**src/rtl/timer_pkg.sv**
```systemverilog
// Shared definitions for the game countdown timer: the FSM state encoding,
// the BCD constants and a helper that clamps each BCD digit to 9.
package timer_pkg;

    typedef enum logic [1:0] {
        ST_IDLE    = 2'd0,
        ST_RUN     = 2'd1,
        ST_PAUSE   = 2'd2,
        ST_EXPIRED = 2'd3
    } state_t;

    localparam logic [7:0] BCD_ZERO = 8'h00;
    localparam logic [7:0] BCD_MAX  = 8'h99;

    // Force each nibble into the legal BCD range so a bad preset cannot
    // leave the counters holding a non-decimal digit.
    function automatic logic [7:0] bcd_clamp(input logic [7:0] val);
        logic [7:0] res;
        res = BCD_ZERO;
        for (int i = 0; i < 2; i++) begin
            res[4*i +: 4] = (val[4*i +: 4] > 4'd9) ? 4'd9 : val[4*i +: 4];
        end
        return res;
    endfunction

endpackage

```
**src/rtl/bcd_dec2.sv**
```systemverilog
// Combinational two-digit BCD decrement. 00 wraps to 99 with borrow_out set,
// which is how the centisecond counter asks the seconds counter to step.
module bcd_dec2
    import timer_pkg::*;
(
    input  logic [7:0] val,
    output logic [7:0] result,
    output logic       borrow_out
);

    // borrow[0] is the decrement request itself; each digit that is 0 passes it on.
    logic [2:0] borrow;

    assign borrow[0] = 1'b1;

    generate
        for (genvar gi = 0; gi < 2; gi++) begin : g_digit
            logic [3:0] digit;
            assign digit              = val[4*gi +: 4];
            assign result[4*gi +: 4]  = !borrow[gi]      ? digit :
                                        (digit == 4'd0)  ? BCD_MAX[3:0] :
                                                           digit - 4'd1;
            assign borrow[gi+1]       = borrow[gi] & (digit == 4'd0);
        end
    endgenerate

    assign borrow_out = borrow[2];

endmodule

```
**src/rtl/game_timer.sv**
```systemverilog
// Countdown game timer in BCD seconds.centiseconds. tick_10ms is synchronised
// and edge-detected so a wide pulse counts once; controls resolve with the
// priority load > pause > start > tick.
module game_timer
    import timer_pkg::*;
#(
    parameter logic [7:0] SEC_INIT = 8'h60,
    parameter logic [7:0] WARN_SEC = 8'h10
) (
    input  logic       clk,
    input  logic       reset,
    input  logic       tick_10ms,
    input  logic       load,
    input  logic [7:0] load_sec,
    input  logic       start,
    input  logic       pause,
    output logic [7:0] sec_bcd,
    output logic [7:0] cs_bcd,
    output logic       running,
    output logic       warn,
    output logic       expired,
    output logic       done
);

    logic       sync1_reg;
    logic       sync2_reg;
    logic       edge_reg;
    logic       tick_pulse;

    state_t     state_reg;
    state_t     state_next;
    logic [7:0] sec_reg;
    logic [7:0] sec_next;
    logic [7:0] cs_reg;
    logic [7:0] cs_next;
    logic       done_reg;
    logic       done_next;

    logic [7:0] cs_dec;
    logic [7:0] sec_dec;
    logic       cs_borrow;
    logic       sec_borrow;
    logic       time_zero;

    bcd_dec2 u_cs_dec (
        .val        (cs_reg),
        .result     (cs_dec),
        .borrow_out (cs_borrow)
    );

    bcd_dec2 u_sec_dec (
        .val        (sec_reg),
        .result     (sec_dec),
        .borrow_out (sec_borrow)
    );

    // Two-flop synchroniser plus a delay flop for rising-edge detection.
    always_ff @(posedge clk or posedge reset) begin
        if (reset) begin
            sync1_reg <= 1'b0;
            sync2_reg <= 1'b0;
            edge_reg  <= 1'b0;
        end else begin
            sync1_reg <= tick_10ms;
            sync2_reg <= sync1_reg;
            edge_reg  <= sync2_reg;
        end
    end

    assign tick_pulse = sync2_reg & ~edge_reg;
    assign time_zero  = (sec_reg == BCD_ZERO) && (cs_reg == BCD_ZERO);

    // State, time and done registers.
    always_ff @(posedge clk or posedge reset) begin
        if (reset) begin
            state_reg <= ST_IDLE;
            sec_reg   <= SEC_INIT;
            cs_reg    <= BCD_ZERO;
            done_reg  <= 1'b0;
        end else begin
            state_reg <= state_next;
            sec_reg   <= sec_next;
            cs_reg    <= cs_next;
            done_reg  <= done_next;
        end
    end

    // Next state and next time value; the first matching control wins.
    always_comb begin
        state_next = state_reg;
        sec_next   = sec_reg;
        cs_next    = cs_reg;
        if (load) begin
            state_next = ST_IDLE;
            sec_next   = bcd_clamp(load_sec);
            cs_next    = BCD_ZERO;
        end else begin
            case (state_reg)
                ST_IDLE: begin
                    if (!pause && start && !time_zero) begin
                        state_next = ST_RUN;
                    end
                end
                ST_RUN: begin
                    if (pause) begin
                        state_next = ST_PAUSE;
                    end else if (tick_pulse) begin
                        if (cs_borrow && sec_borrow) begin
                            // Already at 00.00: nothing left to count.
                            state_next = ST_EXPIRED;
                        end else begin
                            cs_next = cs_dec;
                            if (cs_borrow) begin
                                sec_next = sec_dec;
                            end
                            if (!cs_borrow && (cs_dec == BCD_ZERO) && (sec_reg == BCD_ZERO)) begin
                                state_next = ST_EXPIRED;
                            end
                        end
                    end
                end
                ST_PAUSE: begin
                    if (pause) begin
                        state_next = ST_RUN;
                    end
                end
                default: begin
                end
            endcase
        end
        done_next = (state_next == ST_EXPIRED) && (state_reg != ST_EXPIRED);
    end

    // Outputs decoded from registered state only.
    always_comb begin
        sec_bcd = sec_reg;
        cs_bcd  = cs_reg;
        running = (state_reg == ST_RUN);
        warn    = (state_reg == ST_RUN) && (sec_reg < WARN_SEC);
        expired = (state_reg == ST_EXPIRED);
        done    = done_reg;
    end

endmodule

```
**config.mk**
```make
export PLATFORM = sky130hd
export DESIGN_NAME = game_timer
export DESIGN_NICKNAME = d
export VERILOG_FILES = /design/src/rtl/timer_pkg.sv /design/src/rtl/bcd_dec2.sv /design/src/rtl/game_timer.sv
export SDC_FILE = /design/constraint.sdc
export NUM_CORES = 1
export LEC_CHECK = 0
export BUFFER_PORTS_ARGS = -buffer_cell sky130_fd_sc_hd__buf_4
export CAP_MARGIN = 25
export CORE_MARGIN = 2
export CORE_UTILIZATION = 50
export CTS_BUF_LIST = sky130_fd_sc_hd__clkbuf_16
export DETAILED_ROUTE_END_ITERATION = 10
export GPL_ROUTABILITY_DRIVEN = 0
export GPL_TIMING_DRIVEN = 0
export PLACE_DENSITY = 0.84
export SKIP_LAST_GASP = 1
export SLEW_MARGIN = 20
export SYNTH_ARGS = -nofsm -noshare
export SYNTH_HDL_FRONTEND = slang
export SYNTH_HIERARCHICAL = 1
export SYNTH_SLANG_ARGS = --single-unit
```
**constraint.sdc**
```tcl
create_clock -name clk -period 3.3 [get_ports clk]
set_clock_uncertainty 0.2 [all_clocks]
set_input_delay 0.495 -clock clk [delete_from_list [all_inputs] [get_ports clk]]
set_output_delay 0.495 -clock clk [all_outputs]
set_load 0.03 [all_outputs]
```
After elaboration in Yosys (flattened, before gate mapping)
Cells that the tools add are included.
Operators by class
  bitwise gates (word level): 4
  $add $sub $neg: 4
  muxes and demuxes: 27
  equality and inequality tests: 7
  $mul: 0
  divide/modulo/power cells: 0
  shift-type cells: 0
  order comparisons: 3
  reduce and logical (&&, ||, !) cells: 26
Operators by type and width (count)
  2-to-1 mux 8 bit: 11
  2-to-1 mux 4 bit: 8
  logical NOT 8 bit: 3
  logical NOT 4 bit: 4
  subtractor 4 x 1 -> 4 bit, second input constant: 4
  2-to-1 mux 2 bit: 7
  greater-than comparator 4 bit, second input constant: 2
  logical AND 1 bit: 8
  < comparator 8 x 5 -> 1 bit, second input constant: 1
  nonzero test 2 bit: 4
  == test 2 bit, second input constant: 3
  != test 2 bit, second input constant: 3
  case mux 2 bit (3 select lines): 1
  AND reduction 6 bit: 1
  AND reduction 5 bit: 1
  AND reduction 4 bit: 1
  bitwise AND 1 bit: 3
  logical NOT 1 bit: 3
  == test 2 x 1 -> 1 bit, second input constant: 1
  logical NOT 2 bit: 1
  NOT 1 bit: 1
Word-level totals
  bits in writable memories: 0
  bits of input ports: 14
  register bits: 22
  output and inout port bits: 20
  memories: 0
  bits in read-only memories: 0
  logic and storage cells: 79
  latch bits: 0

Depth between registers and ports, before layout
  word-level depth: 14
  mapped depth: 8
  gate-level depth less buffers: 7

Hierarchy
The synthesis kept the hierarchy.
By module, submodules not included
  game_timer: area each 1046.0 um2, cells an instance 96, times used 1, sequential area each 553.0 um2
  bcd_dec2: area each 135.1 um2, cells an instance 20, times used 2, sequential area each 0.0 um2

Worst setup path after synthesis
OpenSTA, ideal clock, no wires.
  kind: reg2reg
  from: reg cs_reg[1] (netlist: cs_bcd[1])
  to: reg sec_reg[4] (netlist: sec_bcd[4])
  library setup time: 0.083 ns
  path slack: 0.425 ns
  cell stages (with the launch flop): 9
  buffers on the path: 1
  data arrival time: 2.592 ns
  cell sequence: dfrtp_1 or4_4 or4_1 nor2_1 nand2_1 a41oi_4 buf_6 nand2_1 o21ai_0
Between the ends
  cells in the longest elaborated chain, start to end: 5
  elaborated cells on any way between the ends: 6
Ends and longest elaborated chain
  from (decl): RTL line game_timer.sv:34  | logic [7:0] cs_reg;
  from (signal assigned): RTL line game_timer.sv:83  | cs_reg <= cs_next;
  logical NOT 4 bit *: RTL line bcd_dec2.sv:23  | assign borrow[gi+1] = borrow[gi] & (digit == 4'd0);
  bitwise AND 1 bit *: RTL line bcd_dec2.sv:23
  named net cs_borrow: RTL line game_timer.sv:41  | logic cs_borrow;
  logical AND 1 bit: RTL line game_timer.sv:108  | if (cs_borrow && sec_borrow) begin
  != test 2 bit (no line)
  AND reduction 6 bit (no line) *
  to (signal assigned): RTL line game_timer.sv:82  | sec_reg <= sec_next;
  to (decl): RTL line game_timer.sv:32  | logic [7:0] sec_reg;
The timed path passes the listed nets; every way through them passes the cells marked *.
A chain may end at the register's enable or synchronous reset.

Final worst setup path
  from: reg cs_reg[1] (netlist: cs_bcd[1])
  to: reg sec_reg[5] (netlist: sec_bcd[5])
Same word-level chain as after synthesis.

==> impl_metrics.toml <==
[floorplan]
die_w_um = 55.31
io_pins = 34
coreArea_sq_mm = 0.002477
start_util = 0.5313
rows = 18
die_y_um = 55.31
dieArea_sq_mm = 0.003059

[synth]
synth.ff_latch_count = 22
synth-seq-area-share = 0.4202
yosysWarnings = 6
synth_top_area_share = 0.3802
ys_top_cells_by_area = "dfrtp_1 38%, o21ai_0 6.1%, a22o_1 5.3%"
synth_nets = 150
synth_cell_types = 37
syn_avg_cell_area_sq_um = 9.678
yosysTopAreaCell = "dfrtp_1"
synth_area_sq_mm = 0.001316
synthCells = 136

[layout]
drive_above_1_share = 0.3295
nNetsFinal = 188
final_common_cell = "buf_4"
antenna_cells = 0
syn_to_final_growth_pct = 29.66
layout_common_cells = "33 x buf_4, 20 x dfrtp_1, 16 x nand2_1, 16 x o21ai_0, 11 x nor2_1"

[critical_path]
worst-r2r-setup-slack_ns = 0.21
crit_arrival_ns = 3.06
crit_fanout = 10
worstSetupEndpointType = "flop"
regToRegStartpoint = "cs_bcd[1]"
cp-startpoint = "cs_bcd[1]"
worst-setup-path-type = "flop to flop"
rr_endpoint = "sec_bcd[5]"
reg2reg_depth = 8
critPathLaunchType = "flop"
cp.required_ns = 3.27

[power_and_ir_drop]
p_sw_frac = 0.2823
ir_worst_vdd_uv = 337.4
power.share.combinational = 0.221
power_density_mw_per_mm2 = 503.0
p_int_uw = 616.0
p_sw_uw = 242.3
power_frac_clock = 0.393
seq_power_share = 0.386
cellLeakagePower_uw = 0.0007942

[global_route]
antenna_found_initial = 0
grt_pass1_vias = 1073
overflow = 0
grt_pass1_wl_mm = 5.188
grt_max_degree = 23
gr-usage-all-layers = 0.2119

[outcome]
status = "completed"

[clock_network]
htree_num_levels = 1
post_cts_buffers = 0
cts_resized = 0
cts_root_buf = "clkbuf_16"
hold_buffers = 0
cts_buffer_depth = 2
clock_latency_ns = 0.25
clock-sinks = 22
cts_tree = "yes"
path_clk_slew_ns = 0.06
cts_made_buffers = 3

[hold_path]
min_path_type = "primary input to flop"
whs_path_depth = 1
whs_endpoint = "sync1_reg"
hold_start = "tick_10ms"

[detailed_routing]
drt_first_iter_violations = 38
via_count = 1195
wl_mm = 3.115
ant_nets = 0
drt-wirelength-per-cell_um = 15.34
route.detailed.drc = 0
viasPerCell = 5.887
dr.pass1.iters = 5

[sta]
finalSetupViolCount = 0
fin_crit_ns = 3.089
drv_slew = 0
max_slew_margin = 0.4557
fmax_mhz = 323.7
tns_ns = 0
finalCritPeriodShare = 0.9360
whs_ns = 0.1456
finalHoldViolCount = 0
rsz0062_at_grt = "false"
setup_slack_ns = 0.2111
worst_pin_slew_ns = 0.8155

[placed_design]
dp_slack_ns = 0.2868
io_buffers = 33
hpwlAfterDp_mm = 2.212

[run]
maxCapViolations = 0
## through the flow
stage	instances	area, sq um	util	total power, uW
floorplan	136	1316	-	454.8
global placement	199	1602	0.6465	514.5
detailed placement	199	1602	0.6465	523.6
CTS	203	1707	0.6889	864.7
global route	203	1707	0.6889	893.5
finish	203	1707	0.6889	858.4
## cell usage after synthesis
cell,instances
or4_1,2
and2_1,1
or3_4,2
buf_6,1
inv_1,8
nor4_2,1
buf_2,1
and3b_2,1
a22o_1,8
a221oi_1,2
nor4_4,1
nor2b_1,5
nand3_1,4
o21a_1,1
nor2_1,11
mux2_4,2
a311oi_1,1
nor4_1,3
dfrtp_1,20
a31oi_2,1
xnor2_1,4
nor3_1,1
nand3b_1,2
a21oi_1,4
o21ai_0,16
o21ai_2,1
a41oi_4,1
mux2_2,3
a211oi_1,1
nor2_2,1
mux2i_1,2
nand4_1,1
or4_4,2
o31ai_1,2
dfstp_2,2
nand2_1,16
nor4b_1,1
## metal layers
metal | share of wire | routed length (um) | GRT usage | up-vias
met4 | 0.010 | 31 | 0.06969 | 0
li1 | - | - | - | 578
met5 | 0 | 0 | 0 | -
met1 | 0.45 | 1393 | 0.2938 | 574
met2 | 0.49 | 1534 | 0.3384 | 39
met3 | 0.049 | 154 | 0.03513 | 4
## worst max-delay path by stage
stage | end | cells after the start
3_5_place_dp | sec_bcd[5] | 8
4_1_cts | sec_bcd[5] | 8
6_report | sec_bcd[5] | 8
2_1_floorplan | sec_bcd[4] | 8
3_3_place_gp | sec_bcd[7] | 7
5_1_grt | sec_bcd[5] | 8
## layout make-up
type | instances | area, sq um
inverters | 8 | 30.03
multi-input cells | 104 | 716.9
clock inverters | 1 | 30.03
clock buffers | 3 | 75.07
plain buffers | 2 | 16.27
repair buffers | 33 | 247.7
well taps | 30 | 37.54
fillers | 191 | 770.7
flip-flops and latches | 22 | 553.0
## cells by family (layout without fill, tap and decap cells)
family          after synthesis  after routing  synth area share
simple gates                 55             55            0.2452
compound gates               38             38            0.2091
flops                        22             22            0.4202
buf+inv                      10             47           0.03517
mux                           7              7           0.06369
xor+xnor                      4              4           0.02661
## worst max-delay path: stages (launching register included)
cell and delay, ns:
dfrtp_1 0.45, or4_4 0.60, or4_1 0.47, nor2_1 0.33
nand2_1 0.22, a41oi_4 0.38, buf_6 0.19, nand2_1 0.07
o21ai_0 0.09
## power by group through the flow
stage | Combinational (uW) | Clock (uW) | Sequential (uW)
after floorplan | 94.5 | 0 | 360
after global placement | 182 | 0 | 333
after detailed placement | 188 | 0 | 335
after CTS | 190 | 344 | 331
after global routing | 206 | 352 | 336
final | 189 | 337 | 332
Note: power is estimated with default switching activity, not from simulation.
